**src/rtl/otter_fetch_queue.sv**
```systemverilog
`default_nettype none
// ============================================================================
// Module   : otter_fetch_queue
// Brief    : OTTER instruction prefetch unit: fetch PC, 1-cycle memory reads,
//            and a small FIFO of {pc, instruction} pairs feeding IF_DE.
//            Optional macro OTTER_FETCH_BYPASS_EN presents a response to an
//            empty queue on out_* in the same cycle.
// Revision : 1.0 - initial release
// ============================================================================
module otter_fetch_queue #(
  parameter int          DEPTH    = 4,
  parameter logic [31:0] RESET_PC = 32'h0000_0000
) (
  input  logic                     CLK,
  input  logic                     RESET,
  input  logic                     redirect,
  input  logic [31:0]              redirect_target,
  input  logic                     stall_D,
  output logic                     mem_rden,
  output logic [13:0]              mem_addr,
  input  logic [31:0]              mem_rdata,
  output logic                     out_valid,
  output logic [31:0]              out_ir,
  output logic [31:0]              out_pc,
  output logic [$clog2(DEPTH):0]   occupancy
);

  localparam int c_PW = $clog2(DEPTH);
  localparam int c_CW = c_PW + 1;
  localparam logic [c_CW-1:0] c_DEPTH = c_CW'(DEPTH);

  logic [31:0]     r_fetch_pc;
  logic            r_pending;
  logic [31:0]     r_pending_pc;
  logic [c_PW-1:0] r_wr_ptr;
  logic [c_PW-1:0] r_rd_ptr;
  logic [c_CW-1:0] r_count;
  logic [31:0]     r_fifo_ir [DEPTH];
  logic [31:0]     r_fifo_pc [DEPTH];

  logic [c_CW-1:0] w_inflight;
  logic            w_issue;
  logic            w_resp;
  logic            w_head_valid;
  logic            w_pop;
  logic            w_push;
  logic            w_fifo_pop;
  logic            w_unused_tgt;

  assign w_unused_tgt = ^redirect_target[1:0];

  // Reads in flight count against capacity so a response always has a slot.
  assign w_inflight   = r_count + c_CW'(r_pending);
  assign w_issue      = ~RESET & ~redirect & (w_inflight < c_DEPTH);
  assign w_resp       = r_pending & ~redirect & ~RESET;
  assign w_head_valid = (r_count != '0);
  assign w_pop        = out_valid & ~stall_D & ~redirect;
  assign w_fifo_pop   = w_pop & w_head_valid;

  assign mem_rden  = w_issue;
  assign mem_addr  = r_fetch_pc[15:2];
  assign occupancy = r_count;

`ifdef OTTER_FETCH_BYPASS_EN
  logic w_bypass;
  assign w_bypass  = w_resp & ~w_head_valid;
  assign out_valid = w_head_valid | w_bypass;
  assign out_ir    = w_head_valid ? r_fifo_ir[r_rd_ptr] : (w_bypass ? mem_rdata    : 32'h0);
  assign out_pc    = w_head_valid ? r_fifo_pc[r_rd_ptr] : (w_bypass ? r_pending_pc : 32'h0);
  // A bypassed response consumed by decode never enters the FIFO.
  assign w_push    = w_resp & ~(w_bypass & ~stall_D);
`else
  assign out_valid = w_head_valid;
  assign out_ir    = w_head_valid ? r_fifo_ir[r_rd_ptr] : 32'h0;
  assign out_pc    = w_head_valid ? r_fifo_pc[r_rd_ptr] : 32'h0;
  assign w_push    = w_resp;
`endif

  always_ff @(posedge CLK) begin
    if (RESET) begin
      r_fetch_pc   <= RESET_PC;
      r_pending    <= 1'b0;
      r_pending_pc <= RESET_PC;
      r_wr_ptr     <= '0;
      r_rd_ptr     <= '0;
      r_count      <= '0;
    end else if (redirect) begin
      r_fetch_pc <= {redirect_target[31:2], 2'b00};
      r_pending  <= 1'b0;
      r_wr_ptr   <= '0;
      r_rd_ptr   <= '0;
      r_count    <= '0;
    end else begin
      r_pending <= w_issue;
      if (w_issue) begin
        r_pending_pc <= r_fetch_pc;
        r_fetch_pc   <= r_fetch_pc + 32'd4;
      end
      if (w_push)
        r_wr_ptr <= r_wr_ptr + c_PW'(1);
      if (w_fifo_pop)
        r_rd_ptr <= r_rd_ptr + c_PW'(1);
      r_count <= r_count + c_CW'(w_push) - c_CW'(w_fifo_pop);
    end
    if (!RESET)
      assert (r_count <= c_DEPTH);
  end

  always_ff @(posedge CLK) begin
    if (w_push) begin
      r_fifo_ir[r_wr_ptr] <= mem_rdata;
      r_fifo_pc[r_wr_ptr] <= r_pending_pc;
    end
  end

endmodule
`default_nettype wire

```
**config.mk**
```make
export PLATFORM = sky130hd
export DESIGN_NAME = otter_fetch_queue
export DESIGN_NICKNAME = d
export VERILOG_FILES = /design/src/rtl/otter_fetch_queue.sv
export SDC_FILE = /design/constraint.sdc
export NUM_CORES = 1
export LEC_CHECK = 0
export CORE_ASPECT_RATIO = 0.9
export CORE_MARGIN = 3
export CORE_UTILIZATION = 45
export DETAILED_ROUTE_END_ITERATION = 10
export PLACE_DENSITY_LB_ADDON = 0.25
export RECOVER_POWER = 100
export SLEW_MARGIN = 20
export SYNTH_ARGS = -nofsm -noshare
export SYNTH_HDL_FRONTEND = slang
export SYNTH_SLANG_ARGS = --single-unit
```
**constraint.sdc**
```tcl
create_clock -name CLK -period 7.2 [get_ports CLK]
set_clock_uncertainty 0.15 [all_clocks]
set_input_delay 0.72 -clock CLK [delete_from_list [all_inputs] [get_ports CLK]]
set_output_delay 0.72 -clock CLK [all_outputs]
set_load 0.01 [all_outputs]
```
; ---- Yosys cells after proc, flatten, opt, wreduce, memory -nomap -nowiden
; Memories as Yosys holds them, arrays and structs flattened. A register that Yosys moved wholly into a read port is not among the register bits.
; Index checks and enable logic that the tools add are counted.
[totals]
register_bits = 72
ram_bits = 256
out_inout_bits = 83
elab_cells = 40
n_memories = 2
[memory_table]
columns = name, depth, width, read_ports, rd_clocked_by_memory_dff, wr, line_no
row1 = r_fifo_ir, 4, 32, 1, 1, 1, 38  ; logic [31:0] r_fifo_ir [DEPTH];
row2 = r_fifo_pc, 4, 32, 1, 1, 1, 39  ; logic [31:0] r_fifo_pc [DEPTH];
[op_classes]
n_addsub = 6
n_lt_le_gt_ge = 1
muxes = 10
bitwise = 10
reduce_logical = 4
[ops]
columns = cell, count
row1 = $mux 32, 4
row2 = $add 32x3->32 const B, 1
row3 = $mux 2, 4
row4 = $and 1x1->1, 7
row5 = $add 3x1->3, 2
row6 = $add 2x1->2 const B, 2
row7 = $lt 3x3->1 const B, 1
row8 = $not 1->1, 3
row9 = $reduce_bool 3->1, 1
row10 = $sub 3x1->3, 1
row11 = $mux 1, 2
row12 = $reduce_and 2->1, 1
row13 = $reduce_bool 2->1, 1
row14 = $reduce_or 2->1, 1

; ---- Logic depth before layout (Yosys ltp)
; Gate-level depths: netlist of the first run.
[logic_depth]
word_depth = 6
depth_mapped = 12

; ---- Worst setup path after synthesis of the first run
; OpenSTA, ideal clock, no wires.
[synth_path]
path_kind = in2reg
start = in RESET
end = mem r_fifo_ir[0][0], enable pin
arrival_ps = 2885
required_ps = 6623
path_slack_ps = 3739
path_stages = 4
path_cell_list = clkbuf_1 > nor2_1 > clkbuf_1 > and3_1
[synth_between]
elab_chain_len = 4
[synth_rtl]
columns = element, line_no
row1 = from (decl), 15  ; input logic RESET,
row2 = $not 1->1, 55  ; assign w_resp = r_pending & ~redirect & ~RESET;
row3 = $and 1x1->1, 55
row4 = $mux 1, 110  ; if (w_push) begin
row5 = $mux 1 (not written as such), 111  ; r_fifo_ir[r_wr_ptr] <= mem_rdata;
row6 = to (decl), 38
; No other way between the ends.

; ---- Final worst setup path of the first run
[layout_path]
start = in redirect
end = out mem_rden
[layout_between]
elab_chain_len = 3
[layout_rtl]
columns = element, line_no
row1 = from (decl), 16  ; input logic redirect,
row2 = $not 1->1 (no line), -
row3 = $and 1x1->1 (2 in series), 54  ; assign w_issue = ~RESET & ~redirect & (w_inflight < c_DEPTH);
row4 = to (decl), 19  ; output logic mem_rden,
; No other way between the ends.

==> results.cfg, run 1 <==
[routing]
vias_per_cell = 5.46
drc = 0
vias = 7213
wl_um = 26100
drt_iter0_markers = 503
ant_nets = 0
avgRoutedWirePerCell_um = 19.8
firstDrtPassIters = 4

[timing]
final_hold_viol_count = 0
rsz0062_at_grt = no
timing.final.ws_setup_ns = 1.91
fin_crit_ns = 5.29
fin_crit_sh = 0.734
tightest_slew_ns = 3.51
max_slew_margin = -1.34
fin_tns_setup_ns = 0
hold-worst-slack_ns = 0.346
finalMaxSlewViolations = 292
setup-violations-final = 0
fmax_mhz = 189

[floorplanning]
die_w_um = 183
dieArea_sq_um = 30200
core_area_sq_um = 27300
initial_core_util = 0.464
die_h_um = 165
rows = 57
ios = 151

[cts]
htreeDepth = 1
cts_resized = 0
root_buffer = clkbuf_16
cts_tree = built
post-cts-setup-buffers = 0
cts_sinks = 318
clk_path_buf_depth = 3
clk_latency_ns = 0.55
clk_pin_slew_ns = 0.06
cts_hold_buf = 0
cts_buffers = 31

[status]
violations = max-capacitance violations, max-slew violations
status = complete, but fails checks

[global_route]
grt_pass1_vias = 7190
antenna_found_initial = 0
overflow = 0
grt_use_total = 0.173
grt_max_degree = 63
grt_pass1_wl_um = 41200

[synthesis]
ys_seq_area_frac = 0.699
synth_warnings = 0
synth_area_leaders = edfxtp_1, dfxtp_1, mux4_2
synth_top_area_share = 0.588
synth_ff_type = edfxtp_1
ys_ff_latch = 318
synthArstFlopShare = 0
syn_area_per_cell_sq_um = 15.5
synthesis.area_sq_um = 12700
yosys.cell_types.count = 46
synth_edf_count = 248
synth_area_leader_cell = edfxtp_1
synthCells = 815

[cells_and_area]
num-fill-cells = 2207
nets = 1017
final_common_cell = edfxtp_1
final_cells = 1320
area_delta_synth_final_pct = 21.4
drive_gt1_frac = 0.125
finish.utilization = 0.563
final_cell_mix = edfxtp_1, dlygate4sd3_1, nand2_1

[min_path]
hp-class = reg2reg

[critical_path]
critPathArrivalTime_ns = 4.42
required_ns = 6.33
critPathKind = in2out
startpoint_type = primary input
end_kind = output pin
crit_fanout = 39

[power]
power.density_nw_per_um2 = 248
vdd_ir_drop_max_mv = 0.169
p_leak_nw = 5.24

[placed_design]
dp_cells = 1262
gp_congestion = 0.802
dpl.hpwl_um = 14800
preCtsSetupSlack_ns = 3.07
portBuffers = 146

[run]
cap_violations = 6
[power breakdown]
part | switching [W] | internal [W] | leakage [nW] | total [W]
Sequential | 0.0000265 | 0.00199 | 2.98 | 0.00202
Combinational | 0.0000699 | 0.0000649 | 1.75 | 0.000135
Clock | 0.000658 | 0.000997 | 0.516 | 0.00166
[synth_stat cells, drive strengths merged (3+ instances only)]
cell / instances
buf: 28
nor3: 6
clkbuf: 35
edfxtp: 248
or3: 10
xnor2: 12
xor2: 8
or4: 5
mux2i: 3
mux4: 62
o311ai: 4
and2: 4
a211oi: 4
o21ai: 5
a31oi: 10
a21oi: 37
nor4: 8
o211ai: 7
ha: 7
and3: 8
nor2b: 62
nand3: 14
nor2: 18
nand2: 98
nand4: 9
inv: 15
dfxtp: 70
[logic make-up after synthesis]
| family | synth area share |
|---|---|
| DFF | 0.699 |
| and+or+nand+nor | 0.0985 |
| AOI/OAI and AO/OA | 0.0385 |
| buffers and inverters | 0.0288 |
| muxes | 0.113 |
| xor gates and xnor gates | 0.0138 |
| adders and majority gates | 0.00850 |
| other | 0.000296 |
[through the flow]
step           instance area, sq um  power, W
3_5_place_dp                  14400   0.00220
2_1_floorplan                 12700   0.00212
3_3_place_gp                  14400   0.00220
5_1_grt                       15400   0.00394
6_report                      15400   0.00381
4_1_cts                       15400   0.00386
[layer usage]
metal	vias to the layer above	track usage	part of all wire
li1	3332	-	-
met1	3603	0.252	0.45
met2	240	0.276	0.46
met3	38	0.0313	0.061
met4	0	0.0409	0.023
met5	-	0	0
[worst paths after layout]
check / start / end / slack, ns / cells past startpoint
setup / recovery: redirect / mem_rden / 1.91 / 7
hold / removal: r_pending_pc[28]$_SDFFE_PP0P_ / r_pending_pc[28]$_SDFFE_PP0P_ / 0.35 / 2
setup reg to reg: occupancy[1]$_SDFF_PP0_ / r_pending_pc[29]$_SDFFE_PP0P_ / 3.28 / 9
hold reg to reg: r_pending_pc[28]$_SDFFE_PP0P_ / r_pending_pc[28]$_SDFFE_PP0P_ / 0.35 / 2
[registers in the layout (all words and copies together) (netlist names), named ones only]
name          cells
r_fifo_ir       128
r_fifo_pc       120
r_fetch_pc       30
r_pending_pc     30
occupancy         3
r_rd_ptr          2
r_wr_ptr          2
r_pending         1
[cell type report]
class                   instances  area, sq um  area share
diodes                          1         2.50    0.000163
clock buffers                  39          836      0.0544
clock inverters                18          219      0.0142
inverters                      15         56.3     0.00366
multi-input cells             420         3450       0.225
flip-flops and latches        318         8860       0.576
well taps                     354          443      0.0288
repair buffers                155         1510      0.0982
[worst max-delay path, cell delays in order]
cell	delay (ns)
dlygate4sd3_1	0.52
clkbuf_1	0.73
nor2_1	0.15
nand2_1	0.09
clkbuf_1	1.35
inv_1	0.14
dlygate4sd3_1	0.70
No activity file was read; power rests on OpenSTA's default activity.
==> run 2, diff against run 1 <==
- clock period: 7.2 -> 5.1 ns (I/O delays scaled with it)
==> results.cfg, run 2 (same netlist as run 1, synthesis figures left out) <==
[status]
status = complete, but fails checks
violations = max-capacitance violations, max-slew violations

[cts]
root_buffer = clkbuf_16
htreeDepth = 2
clk_latency_ns = 0.51
cts_resized = 0
cts_hold_buf = 0
cts_sinks = 318
clk_path_buf_depth = 3
cts_tree = built
clk_pin_slew_ns = 0.06
cts_buffers = 34
post-cts-setup-buffers = 0

[floorplanning]
core_area_sq_um = 27300
dieArea_sq_um = 30200
initial_core_util = 0.464
die_h_um = 165
die_w_um = 183
ios = 151
rows = 57

[cells_and_area]
design_area_sq_um = 15500
top_regs = r_fifo_ir (128), r_fifo_pc (120)
nets = 1021
multi_input_area_sq_um = 3460
final_cell_mix = edfxtp_1, dlygate4sd3_1, nand2_1
drive_gt1_frac = 0.132
max_flop_register = r_fifo_ir
diodes = 0
num-fill-cells = 2132
seq_area_sq_um = 8850
largest_reg_flops = 128
final_common_cell = edfxtp_1
area_delta_synth_final_pct = 22.5

[timing]
setup-violations-final = 0
fin_crit_ns = 4.12
rsz0062_at_grt = no
final_hold_viol_count = 0
fin_tns_setup_ns = 0
fmax_mhz = 243
tightest_slew_ns = 1.78
fin_crit_sh = 0.808
max_slew_margin = -0.190
finalMaxSlewViolations = 309

[routing]
drt_iter0_markers = 502
drc = 0
vias_per_cell = 5.46
firstDrtPassIters = 4
avgRoutedWirePerCell_um = 19.9
wl_um = 26300
vias = 7237
ant_nets = 0

[power]
power.density_nw_per_um2 = 357
power_w = 0.00554
p_sw_w = 0.00109
comb_power_share = 0.035
pwr-share-seq = 0.515
p_leak_nw = 5.30
p_sw_frac = 0.196
vdd_ir_drop_max_mv = 0.168
internal_power_w = 0.00445
power_frac_clock = 0.450

[placed_design]
portBuffers = 146
dpl.hpwl_um = 14900
dpl_cell_area_sq_um = 14400
gp_congestion = 0.823

[global_route]
grt_pass1_wl_um = 40800
antenna_found_initial = 0
grt_max_degree = 63
grt_use_total = 0.174
grt_pass1_vias = 7163
overflow = 0

[critical_path]
crit_path_cell_trace = buf_12, mux4_2, nor2b_1, dlygate4sd3_1
crit_fanout = 33
critPathArrivalTime_ns = 3.46
required_ns = 4.44
critPathKind = reg2out
critical-path-slowest-cell = dfxtp_2
end_kind = output pin
startpoint_type = register
max_stage_delay_ns = 1.22

[min_path]
hp-class = reg2reg

[run]
cap_violations = 6
==> run 2: changes by cell type in the layout (fill, tap and decap cells not counted), sizes merged <==
cell / delta
clkdlybuf4s50: +2
bufinv: -1
diode: -1
clkbuf: +6
dlygate4sd3: -2
clkinvlp: -1
inv: -1
clkinv: +3
==> run 2: critical path: cells and delay by family (launching register included) <==
kind,cells,cell delay (ns)
buffers and inverters,2,1.04
flip-flops,1,1.22
multiplexers,1,0.52
AND/OR/NAND/NOR,1,0.15
==> run 2: metrics by stage <==
stage	utilization	hold slack [ns]	setup slack, ns	std cells
after floorplan	-	0.300	1.85	816
after global routing	0.568	0.362	0.678	1325
after CTS	0.569	0.338	1.41	1325
after global placement	0.527	0.327	1.81	1263
after detailed placement	0.527	0.322	1.77	1263
final	0.568	0.338	0.980	1325
==> run 2: worst paths after layout <==
kind	start	endpoint	slack [ns]	depth (start not counted)
worst min register to register	r_fetch_pc[27]$_SDFFE_PP0P_	r_pending_pc[27]$_SDFFE_PP0P_	0.34	2
worst min-delay path	r_fetch_pc[27]$_SDFFE_PP0P_	r_pending_pc[27]$_SDFFE_PP0P_	0.34	2
worst max register to register	occupancy[2]$_SDFF_PP0_	occupancy[2]$_SDFF_PP0_	1.62	10
worst max-delay path	register	out_ir[22]	0.98	4
==> run 2: power by group through the flow <==
stage	clock network, W	logic [W]	registers [W]
CTS	0.00255	0.000206	0.00285
global route	0.00266	0.000209	0.00286
floorplan	0	0.0000997	0.00289
finish	0.00250	0.000192	0.00285
global placement	0	0.000202	0.00291
detailed placement	0	0.000205	0.00291
==> run 2: final cells by class <==
class                   instances  share of cell area
clock buffers                  44              0.0627
inverters                      15             0.00363
well taps                     354              0.0286
flip-flops and latches        318               0.571
multi-input cells             420               0.223
repair buffers                156              0.0992
clock inverters                18              0.0116
==> run 2: layer usage <==
| metal | vias to the layer above | wire [um] | GRT usage |
|---|---|---|---|
| met5 | - | 0 | 0 |
| met1 | 3616 | 11800 | 0.245 |
| met3 | 42 | 1540 | 0.0320 |
| met4 | 0 | 410 | 0.0412 |
| li1 | 3342 | - | - |
| met2 | 237 | 12500 | 0.285 |
